`config.mk`:
```
export PLATFORM = sky130hd
export DESIGN_NAME = calendar_bcd
export DESIGN_NICKNAME = d
export VERILOG_FILES = /design/src/rtl/calendar_bcd.sv
export SDC_FILE = /design/constraint.sdc
export NUM_CORES = 1
export LEC_CHECK = 0
export ABC_AREA = 1
export ABC_CLOCK_PERIOD_IN_PS = 2590
export CORE_ASPECT_RATIO = 1.2
export CORE_UTILIZATION = 50
export DETAILED_ROUTE_END_ITERATION = 7
export HOLD_SLACK_MARGIN = 0.03
export PLACE_DENSITY = 0.91
export SLEW_MARGIN = 20
export SYNTH_ARGS = -nofsm -noshare
export SYNTH_HDL_FRONTEND = slang
export SYNTH_SLANG_ARGS = --single-unit
```
`constraint.sdc`:
```
create_clock -name clk -period 2.59 [get_ports clk]
set_clock_uncertainty 0.15 [all_clocks]
set_input_delay 0.259 -clock clk [delete_from_list [all_inputs] [get_ports clk]]
set_output_delay 0.259 -clock clk [all_outputs]
set_load 0.03 [all_outputs]
```
`src/rtl/calendar_bcd.sv`:
```
// BCD day/month/year/weekday calendar with Gregorian leap rules and validated loads.
// Latency: 1 cycle from day_tick/set_en to updated outputs and pulses; no backpressure, every event is consumed.
module calendar_bcd #(
   parameter int         YEAR_DIGITS   = 4,
   parameter logic [7:0] BASE_CENTURY  = 8'h20,
   parameter logic [7:0] RESET_DAY     = 8'h01,
   parameter logic [7:0] RESET_MONTH   = 8'h01,
   parameter logic [15:0] RESET_YEAR   = 16'h2000,
   parameter logic [2:0] RESET_WEEKDAY = 3'd5,
   localparam int        YW            = 4*YEAR_DIGITS
) (
   input  logic           clk,
   input  logic           rst_n,
   input  logic           day_tick,
   input  logic           set_en,
   input  logic [15+YW:0] set_date,
   input  logic [2:0]     set_weekday,
   output logic [15+YW:0] date_out,
   output logic [2:0]     weekday_out,
   output logic           month_tick,
   output logic           year_tick,
   output logic           set_ack,
   output logic           set_err
);

   localparam int NIBBLES = 4 + YEAR_DIGITS;

   logic [7:0]    day, month;
   logic [YW-1:0] year;
   logic [2:0]    weekday;

   // BCD byte (assumed valid BCD) divisible by 4: tens parity selects the ones set.
   function automatic logic bcd_div4(input logic [7:0] b);
      if (b[4]) bcd_div4 = (b[3:0] == 4'd2) || (b[3:0] == 4'd6);
      else      bcd_div4 = (b[3:0] == 4'd0) || (b[3:0] == 4'd4) || (b[3:0] == 4'd8);
   endfunction

   function automatic logic is_leap(input logic [YW-1:0] y);
      logic [7:0] cc;
      if (YEAR_DIGITS == 4) cc = y[YW-1:YW-8];
      else                  cc = BASE_CENTURY;
      is_leap = (y[7:0] == 8'h00) ? bcd_div4(cc) : bcd_div4(y[7:0]);
   endfunction

   function automatic logic [7:0] last_day(input logic [7:0] m, input logic [YW-1:0] y);
      case (m)
         8'h02:                      last_day = is_leap(y) ? 8'h29 : 8'h28;
         8'h04, 8'h06, 8'h09, 8'h11: last_day = 8'h30;
         default:                    last_day = 8'h31;
      endcase
   endfunction

   function automatic logic [7:0] day_inc(input logic [7:0] d);
      if (d[3:0] == 4'd9) day_inc = {d[7:4] + 4'd1, 4'h0};
      else                day_inc = {d[7:4], d[3:0] + 4'd1};
   endfunction

   function automatic logic [YW-1:0] year_inc(input logic [YW-1:0] y);
      logic [YW-1:0] r;
      logic          carry;
      r     = y;
      carry = 1'b1;
      for (int i = 0; i < YEAR_DIGITS; i++) begin
         if (carry) begin
            if (r[4*i +: 4] == 4'd9) begin
               r[4*i +: 4] = 4'd0;
            end else begin
               r[4*i +: 4] = r[4*i +: 4] + 4'd1;
               carry       = 1'b0;
            end
         end
      end
      year_inc = r;
   endfunction

   logic [7:0]    s_day, s_month;
   logic [YW-1:0] s_year;
   logic          nibbles_ok, set_valid;

   assign s_day   = set_date[15+YW -: 8];
   assign s_month = set_date[7+YW -: 8];
   assign s_year  = set_date[YW-1:0];

   always_comb begin
      nibbles_ok = 1'b1;
      for (int i = 0; i < NIBBLES; i++) begin
         if (set_date[4*i +: 4] > 4'd9) nibbles_ok = 1'b0;
      end
   end

   // Byte-wise BCD compares are numeric compares once every nibble is known to be <= 9.
   assign set_valid = nibbles_ok
                   && (s_month >= 8'h01) && (s_month <= 8'h12)
                   && (s_day != 8'h00) && (s_day <= last_day(s_month, s_year))
                   && (set_weekday <= 3'd6);

   always_ff @(posedge clk or negedge rst_n) begin
      if (!rst_n) begin
         day        <= RESET_DAY;
         month      <= RESET_MONTH;
         year       <= RESET_YEAR[YW-1:0];
         weekday    <= RESET_WEEKDAY;
         month_tick <= 1'b0;
         year_tick  <= 1'b0;
         set_ack    <= 1'b0;
         set_err    <= 1'b0;
      end else begin
         month_tick <= 1'b0;
         year_tick  <= 1'b0;
         set_ack    <= 1'b0;
         set_err    <= 1'b0;
         if (set_en) begin
            // A load wins over a coincident tick, even when the load is rejected.
            if (set_valid) begin
               day     <= s_day;
               month   <= s_month;
               year    <= s_year;
               weekday <= set_weekday;
               set_ack <= 1'b1;
            end else begin
               set_err <= 1'b1;
            end
         end else if (day_tick) begin
            weekday <= (weekday == 3'd6) ? 3'd0 : weekday + 3'd1;
            if (day < last_day(month, year)) begin
               day <= day_inc(day);
            end else begin
               day        <= 8'h01;
               month_tick <= 1'b1;
               if (month == 8'h12) begin
                  month     <= 8'h01;
                  year      <= year_inc(year);
                  year_tick <= 1'b1;
               end else begin
                  month <= (month == 8'h09) ? 8'h10 : month + 8'h01;
               end
            end
         end
      end
   end

   assign date_out    = {day, month, year};
   assign weekday_out = weekday;

endmodule

```
==> results.yml <==
cts:
  clkTransAtPathRegs_ns: 0.08
  total_clock_sinks: 39
  cts_tree: "built"
  clkLatencyLatePin_ns: 0.30
  cts_max_path_buffers: 2
  cts_made_buffers: 5
  clock_tree.htree_level_count: 2
  clock_tree.root_cell: "sky130_fd_sc_hd__clkbuf_8"
pwr:
  pwr_density_cell_nw_per_um2: 706
  vdd.ir_drop.worst_uv: 609
  power_leakage_nw: 2.21
timing:
  max_slew_margin_pct: 40.4
  min_period_ns: 2.74
  fin_ws_ns: -0.147
  drv_slew: 0
  worst_case_hold_slack_ns: 0.191
  clock.fmax_mhz: 365
  setup_violations: 10
  tightest_pin_transition_ns: 0.894
  timing_hold_violations_final: 0
  fin_crit_sh_pct: 106
worst_setup_path:
  timing.critical_path.slowest_stage_cell: "sky130_fd_sc_hd__clkdlybuf4s50_1"
  critical_path.max_fanout: 3
  cp-end-kind: "flip-flop"
  regToRegStartpoint: "month[5]$_DFFE_PN0P_"
  r2r-end: "day[4]$_DFFE_PN0P_"
  worst_path_cell_trace: "clkdlybuf4s50_1, inv_1, o21ai_1, nand4_1, nand2_2, ha_4, nand2_2, a21oi_2, o21bai_1, nand3_2, buf_6, nand4_1, nand2_2, buf_6, buf_4, buf_4, inv_1"
  reg2regPathDepth: 14
  crit_arrival_ns: 2.79
  reg2reg_setup_slack_ns: 0.08
  critPathRequiredTime_ns: 2.64
  crit_type: "in -> reg"
  startpoint_type: "input pin"
  max_stage_delay_ns: 0.48
  crit_path_frequent_cell: "sky130_fd_sc_hd__nand2_2"
die:
  die_w_um: 74.7
  floorplan_row_count: 31
  core_region_area_um2: 6090
  fp.dieArea_um2: 6660
  floorplan.die.height_um: 89.2
  start_util_pct: 52.0
  io_pins: 78
synthesis:
  synth_xor_area_share_pct: 2.77
  postSynth.topFlopCell: "sky130_fd_sc_hd__dfrtp_1"
  syn_warnings: 0
  post_synthesis_async_set_or_reset_flop_share_pct: 100
  synthesis.area_um2: 3170
  area_fraction_in_and_or_nand_and_nor_cells_after_synthesis_pct: 36.6
  number_of_synthesized_register_bits: 39
  yosys.area.top_type_share_pct: 26.9
  synth.mux.area_fraction_pct: 0
  sequential_cell_area_fraction_in_the_yosys_report_pct: 31.0
  mappedNetlistNets: 519
  synthDominantAreaCellType: "sky130_fd_sc_hd__dfrtp_1"
  ys_top_cells_by_area: "sky130_fd_sc_hd__dfrtp_1 27%, sky130_fd_sc_hd__nand2_1 15%, sky130_fd_sc_hd__inv_1 6.9%"
  yosys.cell_types.count: 43
  post_synth_inst_count: 468
  synth_top_family_by_area: "simple AND/OR/NAND/NOR gates"
  synth-compound-area-share_pct: 14.7
  avgSynthCellArea_um2: 6.77
  count_of_flip_flops_with_a_built_in_enable_after_synthesis: 0
  synth_adder_area_share_pct: 4.74
finish:
  n_antenna_cell: 0
  flow.area_growth_from_synthesis_pct: 43.5
  area.sequential_um2: 983
  post_route_cells_drive_above_1_share_pct: 21.4
  multiInputGateArea_um2: 2010
  most_common_cell_after_layout_fill_and_taps_aside: "sky130_fd_sc_hd__nand2_1"
  fill_cells: 432
  most_frequent_cells_in_the_layout: "124 x sky130_fd_sc_hd__nand2_1, 59 x sky130_fd_sc_hd__clkdlybuf4s50_1, 48 x sky130_fd_sc_hd__inv_1"
  layout.cell_area.non_filler_um2: 4540
  nets: 638
detailed_routing:
  vias: 3829
  dr.pass1.iters: 6
  detail_route.wirelength_um: 10600
  initialDrtViolationCount: 369
  wire_per_inst_um: 15.8
  route.detailed.vias_per_inst: 5.71
  drc: 0
  drtAntennaViolNets: 0
grt:
  grt_use_total_pct: 30.4
  number_of_antenna_violations_at_the_first_check_in_global_routing: 0
  pin_count_of_the_biggest_net_entering_global_routing: 40
  grt_pass1_wl_um: 15600
  global_route.overflow_total: 0
  first_global_vias: 3431
job:
  maxCapViolCount: 0
place:
  place_congestion: 0.984
  place_hpwl_um: 7030
  place_area_um2: 4200
  port_buffers: 77
status:
  violations: "negative setup slack"
  result_of_the_run: "complete, but fails checks"
min_path:
  hold_path_depth: 5
  hp-start: "set_date[6]"
  worst_hold_endpoint: "year[6]$_DFFE_PN0P_"
  min_path_type: "in -> reg"
[synth_stat cells, types with 3 or more instances]
library cell	count
sky130_fd_sc_hd__a21oi_1	15
sky130_fd_sc_hd__a31oi_1	3
sky130_fd_sc_hd__buf_2	3
sky130_fd_sc_hd__clkbuf_1	3
sky130_fd_sc_hd__dfrtp_1	34
sky130_fd_sc_hd__dfstp_2	5
sky130_fd_sc_hd__ha_1	12
sky130_fd_sc_hd__inv_1	58
sky130_fd_sc_hd__inv_2	7
sky130_fd_sc_hd__nand2_1	129
sky130_fd_sc_hd__nand2_4	4
sky130_fd_sc_hd__nand3_1	24
sky130_fd_sc_hd__nand3_2	3
sky130_fd_sc_hd__nand3_4	3
sky130_fd_sc_hd__nand4_1	10
sky130_fd_sc_hd__nor2_1	46
sky130_fd_sc_hd__nor2_2	5
sky130_fd_sc_hd__nor2_4	3
sky130_fd_sc_hd__nor3_1	9
sky130_fd_sc_hd__nor3b_1	3
sky130_fd_sc_hd__o21ai_0	36
sky130_fd_sc_hd__o21ai_1	14
sky130_fd_sc_hd__o21ai_2	3
sky130_fd_sc_hd__o22ai_1	3
sky130_fd_sc_hd__xor2_1	8
[per-layer routing]
| layer | GRT usage (%) | vias to the layer above | wire, um | share of wire, % |
|---|---|---|---|---|
| li1 | - | 1760 | - | - |
| met1 | 36.4 | 1763 | 3930 | 37 |
| met2 | 50.0 | 236 | 5220 | 49 |
| met3 | 7.33 | 70 | 903 | 8.5 |
| met4 | 16.6 | 0 | 519 | 4.9 |
| met5 | 0 | - | 0 | 0 |
[worst max path at each step]
stage	slack [ns]	endpoint	start	cells after the start
floorplan	0.14	year[4]$_DFFE_PN0P_	month[0]$_DFFE_PN1P_	13
global placement	-0.34	year[11]$_DFFE_PN0P_	set_date[23]	17
detailed placement	-0.44	year[11]$_DFFE_PN0P_	set_date[23]	17
CTS	0.02	year[5]$_DFFE_PN0P_	set_date[10]	20
global route	-0.20	year[7]$_DFFE_PN0P_	set_date[1]	16
finish	-0.15	set_err$_DFF_PN0_	set_date[1]	17
[cells by family after synthesis]
| group | Yosys count |
|---|---|
| and+or+nand+nor | 246 |
| AOI/OAI and AO/OA | 84 |
| buffers and inverters | 77 |
| DFF | 39 |
| adders and majority gates | 12 |
| xor gates and xnor gates | 10 |
[through the flow]
step                TNS [ns]  util (%)  power (mW)  worst slack, ns  instances
floorplan                  0         -        2.04            0.137        468
global placement       -9.63      69.0        2.61           -0.343        648
detailed placement    -13.34      69.0        2.67           -0.437        648
CTS                        0      71.8        3.13           0.0189        661
global route           -2.10      74.6        3.41           -0.205        670
finish                -0.591      74.6        3.21           -0.147        670
[power breakdown]
| part | internal (mW) | switching (mW) |
|---|---|---|
| combinational | 0.689 | 1.04 |
| clock | 0.215 | 0.228 |
| sequential | 0.782 | 0.252 |
| total | 1.69 | 1.52 |
[registers in the layout (all words and copies together) (netlist names)]
signal       cells
month            8
day              8
set_ack          1
month_tick       1
year_tick        1
set_err          1
weekday_out      3
year            16
[worst max-delay path: cells and delay by family]
family	cells	cell delay, ns
buf+inv	7	0.98
simple gates	6	0.84
fa+ha+maj	1	0.13
compound gates	3	0.55
[final cells by class]
cell class	instances	share of cell area (%)
clock buffer	7	1.90
clock inverter	1	0.110
inverter	67	5.59
multi-input combinational	355	44.3
sequential	39	21.6
tap	82	2.26
timing repair buffer	119	24.2
[repair_timing]
| action | 4_1_cts | 5_1_grt |
|---|---|---|
| hold buffers | 1 | 0 |
| endpoints found under the hold margin | 34 | 0 |
| gates resized for setup | 15 | 53 |
| gates cloned | 2 | 1 |
| endpoints found under the setup margin | 31 | 37 |
| pin swaps | 11 | 22 |
| buffers inserted | 2 | 8 |
No activity file was read; power rests on OpenSTA's default activity.
